File: config.mk
export PLATFORM = sky130hd
export DESIGN_NAME = audio_seq_ctrl
export DESIGN_NICKNAME = d
export VERILOG_FILES = /design/src/rtl/audio_seq_ctrl.sv
export SDC_FILE = /design/constraint.sdc
export NUM_CORES = 1
export LEC_CHECK = 0
export CAP_MARGIN = 10
export CORE_MARGIN = 3
export CORE_UTILIZATION = 60
export CTS_BUF_LIST = sky130_fd_sc_hd__clkbuf_8 sky130_fd_sc_hd__clkbuf_16
export DETAILED_ROUTE_END_ITERATION = 12
export DONT_BUFFER_PORTS = 1
export HOLD_SLACK_MARGIN = 0.15
export PLACE_DENSITY = 0.76
export RECOVER_POWER = 50
export SLEW_MARGIN = 5
export SYNTH_ARGS = -nofsm -noshare
export SYNTH_HDL_FRONTEND = slang
export SYNTH_SLANG_ARGS = --single-unit
File: constraint.sdc
create_clock -name i_clk -period 2.65 [get_ports i_clk]
set_input_delay 0.3975 -clock i_clk [delete_from_list [all_inputs] [get_ports i_clk]]
set_output_delay 0.3975 -clock i_clk [all_outputs]
set_load 0.005 [all_outputs]
File: src/rtl/audio_seq_ctrl.sv
// Record/playback sequencer: brings up the audio codec with bounded retries,
// then arbitrates record, play, pause and stop keys over one sample buffer.
module audio_seq_ctrl #(
  parameter int ADDR_W       = 20,
  parameter int INIT_TIMEOUT = 1048576,
  parameter int MAX_RETRY    = 3
) (
  input  logic              i_clk,
  input  logic              i_rst_n,
  input  logic              i_key_rec,
  input  logic              i_key_play,
  input  logic              i_key_pause,
  input  logic              i_key_stop,
  input  logic              i_init_finished,
  input  logic [ADDR_W-1:0] i_rec_addr,
  input  logic [ADDR_W-1:0] i_play_addr,
  output logic              o_init_start,
  output logic              o_rec_en,
  output logic              o_rec_clr,
  output logic              o_play_en,
  output logic              o_play_clr,
  output logic              o_play_done,
  output logic [ADDR_W-1:0] o_rec_len,
  output logic [2:0]        o_state,
  output logic              o_error
);

  localparam int TO_W = (INIT_TIMEOUT > 2) ? $clog2(INIT_TIMEOUT) : 1;
  localparam int RT_W = (MAX_RETRY > 1) ? $clog2(MAX_RETRY + 1) : 1;

  // The timeout fires as the counter steps onto INIT_TIMEOUT-1, so successive
  // init attempts start exactly INIT_TIMEOUT cycles apart.
  localparam logic [TO_W-1:0] TO_FIRE    = TO_W'(INIT_TIMEOUT - 2);
  localparam logic [RT_W-1:0] RETRY_LAST = RT_W'(MAX_RETRY - 1);

  typedef enum logic [2:0] {
    INIT_REQ   = 3'd0,
    INIT_WAIT  = 3'd1,
    IDLE       = 3'd2,
    REC        = 3'd3,
    REC_PAUSE  = 3'd4,
    PLAY       = 3'd5,
    PLAY_PAUSE = 3'd6,
    ERROR      = 3'd7
  } state_t;

  state_t          state;
  logic [TO_W-1:0] to_cnt;
  logic [RT_W-1:0] retry_cnt;

  assign o_state = state;

  always_ff @(posedge i_clk or negedge i_rst_n) begin
    if (!i_rst_n) begin
      state        <= INIT_REQ;
      to_cnt       <= '0;
      retry_cnt    <= '0;
      o_init_start <= 1'b0;
      o_rec_en     <= 1'b0;
      o_rec_clr    <= 1'b0;
      o_play_en    <= 1'b0;
      o_play_clr   <= 1'b0;
      o_play_done  <= 1'b0;
      o_rec_len    <= '0;
      o_error      <= 1'b0;
    end else begin
      o_init_start <= 1'b0;
      o_rec_clr    <= 1'b0;
      o_play_clr   <= 1'b0;
      o_play_done  <= 1'b0;
      case (state)
        INIT_REQ: begin
          o_init_start <= 1'b1;
          to_cnt       <= '0;
          state        <= INIT_WAIT;
        end
        INIT_WAIT: begin
          to_cnt <= to_cnt + 1'b1;
          if (i_init_finished) begin
            state <= IDLE;
          end else if (to_cnt == TO_FIRE) begin
            if (retry_cnt == RETRY_LAST) begin
              state   <= ERROR;
              o_error <= 1'b1;
            end else begin
              state <= INIT_REQ;
            end
            if (retry_cnt != '1) retry_cnt <= retry_cnt + 1'b1;
          end
        end
        IDLE: begin
          if (i_key_rec) begin
            o_rec_clr <= 1'b1;
            o_rec_len <= '0;
            o_rec_en  <= 1'b1;
            state     <= REC;
          end else if (i_key_play && (o_rec_len != '0)) begin
            o_play_clr <= 1'b1;
            o_play_en  <= 1'b1;
            state      <= PLAY;
          end
        end
        REC: begin
          // A full buffer ends the take exactly like a stop key.
          if (i_key_stop || (i_rec_addr == '1)) begin
            o_rec_len <= i_rec_addr;
            o_rec_en  <= 1'b0;
            state     <= IDLE;
          end else if (i_key_pause) begin
            o_rec_en <= 1'b0;
            state    <= REC_PAUSE;
          end
        end
        REC_PAUSE: begin
          if (i_key_stop) begin
            o_rec_len <= i_rec_addr;
            state     <= IDLE;
          end else if (i_key_pause || i_key_rec) begin
            o_rec_en <= 1'b1;
            state    <= REC;
          end
        end
        PLAY: begin
          if (i_key_stop) begin
            o_play_en <= 1'b0;
            state     <= IDLE;
          end else if (i_play_addr >= o_rec_len) begin
            o_play_done <= 1'b1;
            o_play_en   <= 1'b0;
            state       <= IDLE;
          end else if (i_key_pause) begin
            o_play_en <= 1'b0;
            state     <= PLAY_PAUSE;
          end
        end
        PLAY_PAUSE: begin
          if (i_key_stop) begin
            state <= IDLE;
          end else if (i_key_pause || i_key_play) begin
            o_play_en <= 1'b1;
            state     <= PLAY;
          end
        end
        ERROR: begin
          o_error   <= 1'b1;
          o_rec_en  <= 1'b0;
          o_play_en <= 1'b0;
        end
      endcase
    end
  end

endmodule

==> out/summary.json <==
{
  "synth_edf_count": 0,
  "synthAdderAreaFrac_pct": 9.03,
  "wl_um": 7650,
  "final_cycle_share_pct": 91.6,
  "ys_seq_elements": 52,
  "synth_compound_gate_area_share_pct": 14.6,
  "synth_top_family_by_area": "simple AND/OR/NAND/NOR gates",
  "cellPowerDensity_nw_per_um2": 914,
  "design.die.area_sq_um": 6470,
  "worstSetupStartpointType": "flip-flop",
  "worstHoldStart": "i_rec_addr[8]",
  "ctsHtreeMaxLevel": 2,
  "worst_slew_margin_rel_pct": 12.9,
  "num_io_pins": 77,
  "final-max-slew-violation-count": 0,
  "drt_first_pass_iters": 4,
  "status": "complete, no violations",
  "crit_path_end_kind": "flip-flop",
  "post_detailed_route_count_of_antenna_violating_nets": 0,
  "grt.overflow.total": 0,
  "critical_path_required_ns": 2.84,
  "synth_top_flop_cell": "sky130_fd_sc_hd__dfrtp_1",
  "synth.yosys.seq_area_share_pct": 39.1,
  "row_count": 26,
  "postSynthNetCount": 436,
  "chipWidth_um": 80.5,
  "clk_latency_ns": 0.30,
  "floorplan.core_area_sq_um": 5240,
  "unrepaired_setup_endpoints_after_global_routing": "no",
  "dr.first_iter.drc_count": 164,
  "initial_antenna_violation_count": 0,
  "worst_hold_slack_ns": 0.224,
  "timing.critical_path.arrival_ns": 2.62,
  "grt_pass1_vias": 2547,
  "worst_min_delay_path_class": "input port to flip-flop",
  "grt_start_max_net_pins": 53,
  "final.fill_count": 434,
  "post_synth_num_cell_types": 56,
  "reg2reg_setup_slack_ns": 0.22,
  "place.port_buffers": 0,
  "post_cts.resized_instances": 0,
  "start_util_pct": 63.5,
  "design.final.nets": 435,
  "clock-skew-final_ns": 0.00679,
  "tightestPinTransition_ns": 1.31,
  "place_congestion": 0.881,
  "grt_first_pass_wirelength_um": 12600,
  "leakage_nw": 1.56,
  "simple_logic_cell_fraction_of_the_synthesized_area_pct": 21.6,
  "cts_tree": "yes",
  "crit_fanout": 3,
  "period_needed_ns": 2.43,
  "path_clk_slew_ns": 0.09,
  "fin_tns_setup_ns": 0,
  "holdPathEnd": "o_rec_len[8]",
  "most-common-layout-cells": "sky130_fd_sc_hd__nand2_1 (58), sky130_fd_sc_hd__dfrtp_1 (52), sky130_fd_sc_hd__mux2i_1 (31)",
  "detailroute.via_count": 2700,
  "detailed_place_hpwl_um": 5730,
  "antenna_cells_inserted": 0,
  "irDropWorstVdd_mv": 0.452,
  "ys.warnings.count": 0,
  "post_synthesis_cell_area_sq_um": 3330,
  "syn_inst": 365,
  "timing.fmax_ghz": 0.412,
  "cts_buffer_count": 5,
  "wl_per_cell_um": 17.6,
  "timing.final.setup_violations": 0,
  "worstRegToRegCells": 8,
  "hold_path_depth": 2,
  "critical_path_class": "flip-flop to flip-flop",
  "clockRootBuffer": "sky130_fd_sc_hd__clkbuf_8",
  "grt_util_all_layers_pct": 25.0,
  "clock_sinks": 52,
  "reg2reg_end": "o_play_en",
  "synthArstFlopShare_pct": 100,
  "maxCapViolations": 0,
  "worst_reg2reg_startpoint": "o_rec_len[18]",
  "multiplexer_area_fraction_after_synthesis_pct": 9.67,
  "ratio_of_cells_with_drive_above_1_in_the_final_layout_pct": 7.40,
  "viasPerCell": 6.21,
  "syn_avg_cell_area_sq_um": 9.11,
  "route.detailed.drc": 0,
  "floorplan.die.height_um": 80.5,
  "max-clock-path-buffers": 2,
  "layout_commonest_cell": "sky130_fd_sc_hd__nand2_1",
  "final_area_sq_um": 3480,
  "yosys.area_share.xor_xnor_pct": 0.263,
  "placed_area_sq_um": 3370,
  "area_growth_syn_to_layout_pct": 4.48,
  "timing.final.hold_violations": 0
}
## cells by family after synthesis
| kind of cell | count (synthesis) |
|---|---|
| AND/OR/NAND/NOR | 142 |
| adder cells (fa/ha/maj) | 24 |
| AO/OA/AOI/OAI | 71 |
| XOR/XNOR | 1 |
| multiplexers | 32 |
| flip-flops | 52 |
| buffers and inverters | 43 |
## layer usage
| metal | GRT usage (%) | share of wire [%] | up-vias |
|---|---|---|---|
| li1 | - | - | 1308 |
| met1 | 36.3 | 45 | 1269 |
| met2 | 35.8 | 43 | 110 |
| met3 | 7.85 | 9.5 | 13 |
| met4 | 7.09 | 1.8 | 0 |
| met5 | 0 | 0 | - |
## where the power goes
group | switching, W | internal [W] | total (W)
clock network | 0.000247 | 0.000206 | 0.000453
registers | 0.000302 | 0.000995 | 0.00130
logic | 0.000846 | 0.000582 | 0.00143
total | 0.00139 | 0.00178 | 0.00318
## cells in the mapped netlist (5+ instances only)
master	instances	share of area, %
sky130_fd_sc_hd__nand3_1	14	2.1
sky130_fd_sc_hd__ha_1	24	9.0
sky130_fd_sc_hd__nand2_1	58	6.5
sky130_fd_sc_hd__inv_1	27	3.0
sky130_fd_sc_hd__nand4_1	9	1.7
sky130_fd_sc_hd__o21ai_0	20	3.0
sky130_fd_sc_hd__o31ai_1	5	1.1
sky130_fd_sc_hd__mux2i_1	31	9.3
sky130_fd_sc_hd__nor2_1	22	2.5
sky130_fd_sc_hd__clkbuf_1	7	0.79
sky130_fd_sc_hd__a21oi_1	15	2.3
sky130_fd_sc_hd__dfrtp_1	52	39
sky130_fd_sc_hd__nor4_1	6	1.1
## registers in the layout, indices dropped and copies added (netlist names), 2 cells and up
| signal | count |
|---|---|
| o_rec_len | 20 |
| o_state | 3 |
| to_cnt | 20 |
| retry_cnt | 2 |
## critical path, cell delays in order, from the launching register on
cell                      delay, ns
sky130_fd_sc_hd__dfrtp_1       0.41
sky130_fd_sc_hd__inv_1         0.08
sky130_fd_sc_hd__ha_1          0.31
sky130_fd_sc_hd__a21oi_1       0.17
sky130_fd_sc_hd__nand2_1       0.08
sky130_fd_sc_hd__a221o_1       0.39
sky130_fd_sc_hd__or3_1         0.35
sky130_fd_sc_hd__o22ai_1       0.17
sky130_fd_sc_hd__mux2_2        0.35
## what timing repair did
action,4_1_cts,5_1_grt
hold buffers,2,0
endpoints found under the hold margin,52,0
setup endpoints to repair,0,0
setup buffers,0,0
## worst max-delay path by stage
| stage | end | from | cells past startpoint |
|---|---|---|---|
| after floorplan | o_play_en | o_rec_len[18] | 8 |
| after global placement | o_play_en | o_rec_len[13] | 8 |
| after detailed placement | o_play_en | o_rec_len[18] | 8 |
| after CTS | o_play_en | o_rec_len[18] | 8 |
| after global routing | o_play_en | o_rec_len[18] | 8 |
| final | o_play_en | o_rec_len[18] | 8 |
## cell type report
cell class | instances | area (sq um) | area share [%]
clock buffers | 6 | 82.6 | 2.38
clock inverters | 2 | 7.51 | 0.216
inverters | 27 | 101 | 2.92
multi-input cells | 270 | 1840 | 52.8
flip-flops and latches | 52 | 1300 | 37.4
well taps | 70 | 87.6 | 2.52
repair buffers | 8 | 60.1 | 1.73
## per-stage QoR
step                      utilization, %  total power [W]  std cells  worst slack [ns]
after floorplan                        -          0.00237        365             0.442
after global placement              64.4          0.00266        425             0.359
after detailed placement            64.4          0.00270        425             0.273
after CTS                           66.8          0.00319        435             0.258
after global routing                66.4          0.00344        435             0.109
final                               66.4          0.00318        435             0.224
(Power assumes the default switching activity.)
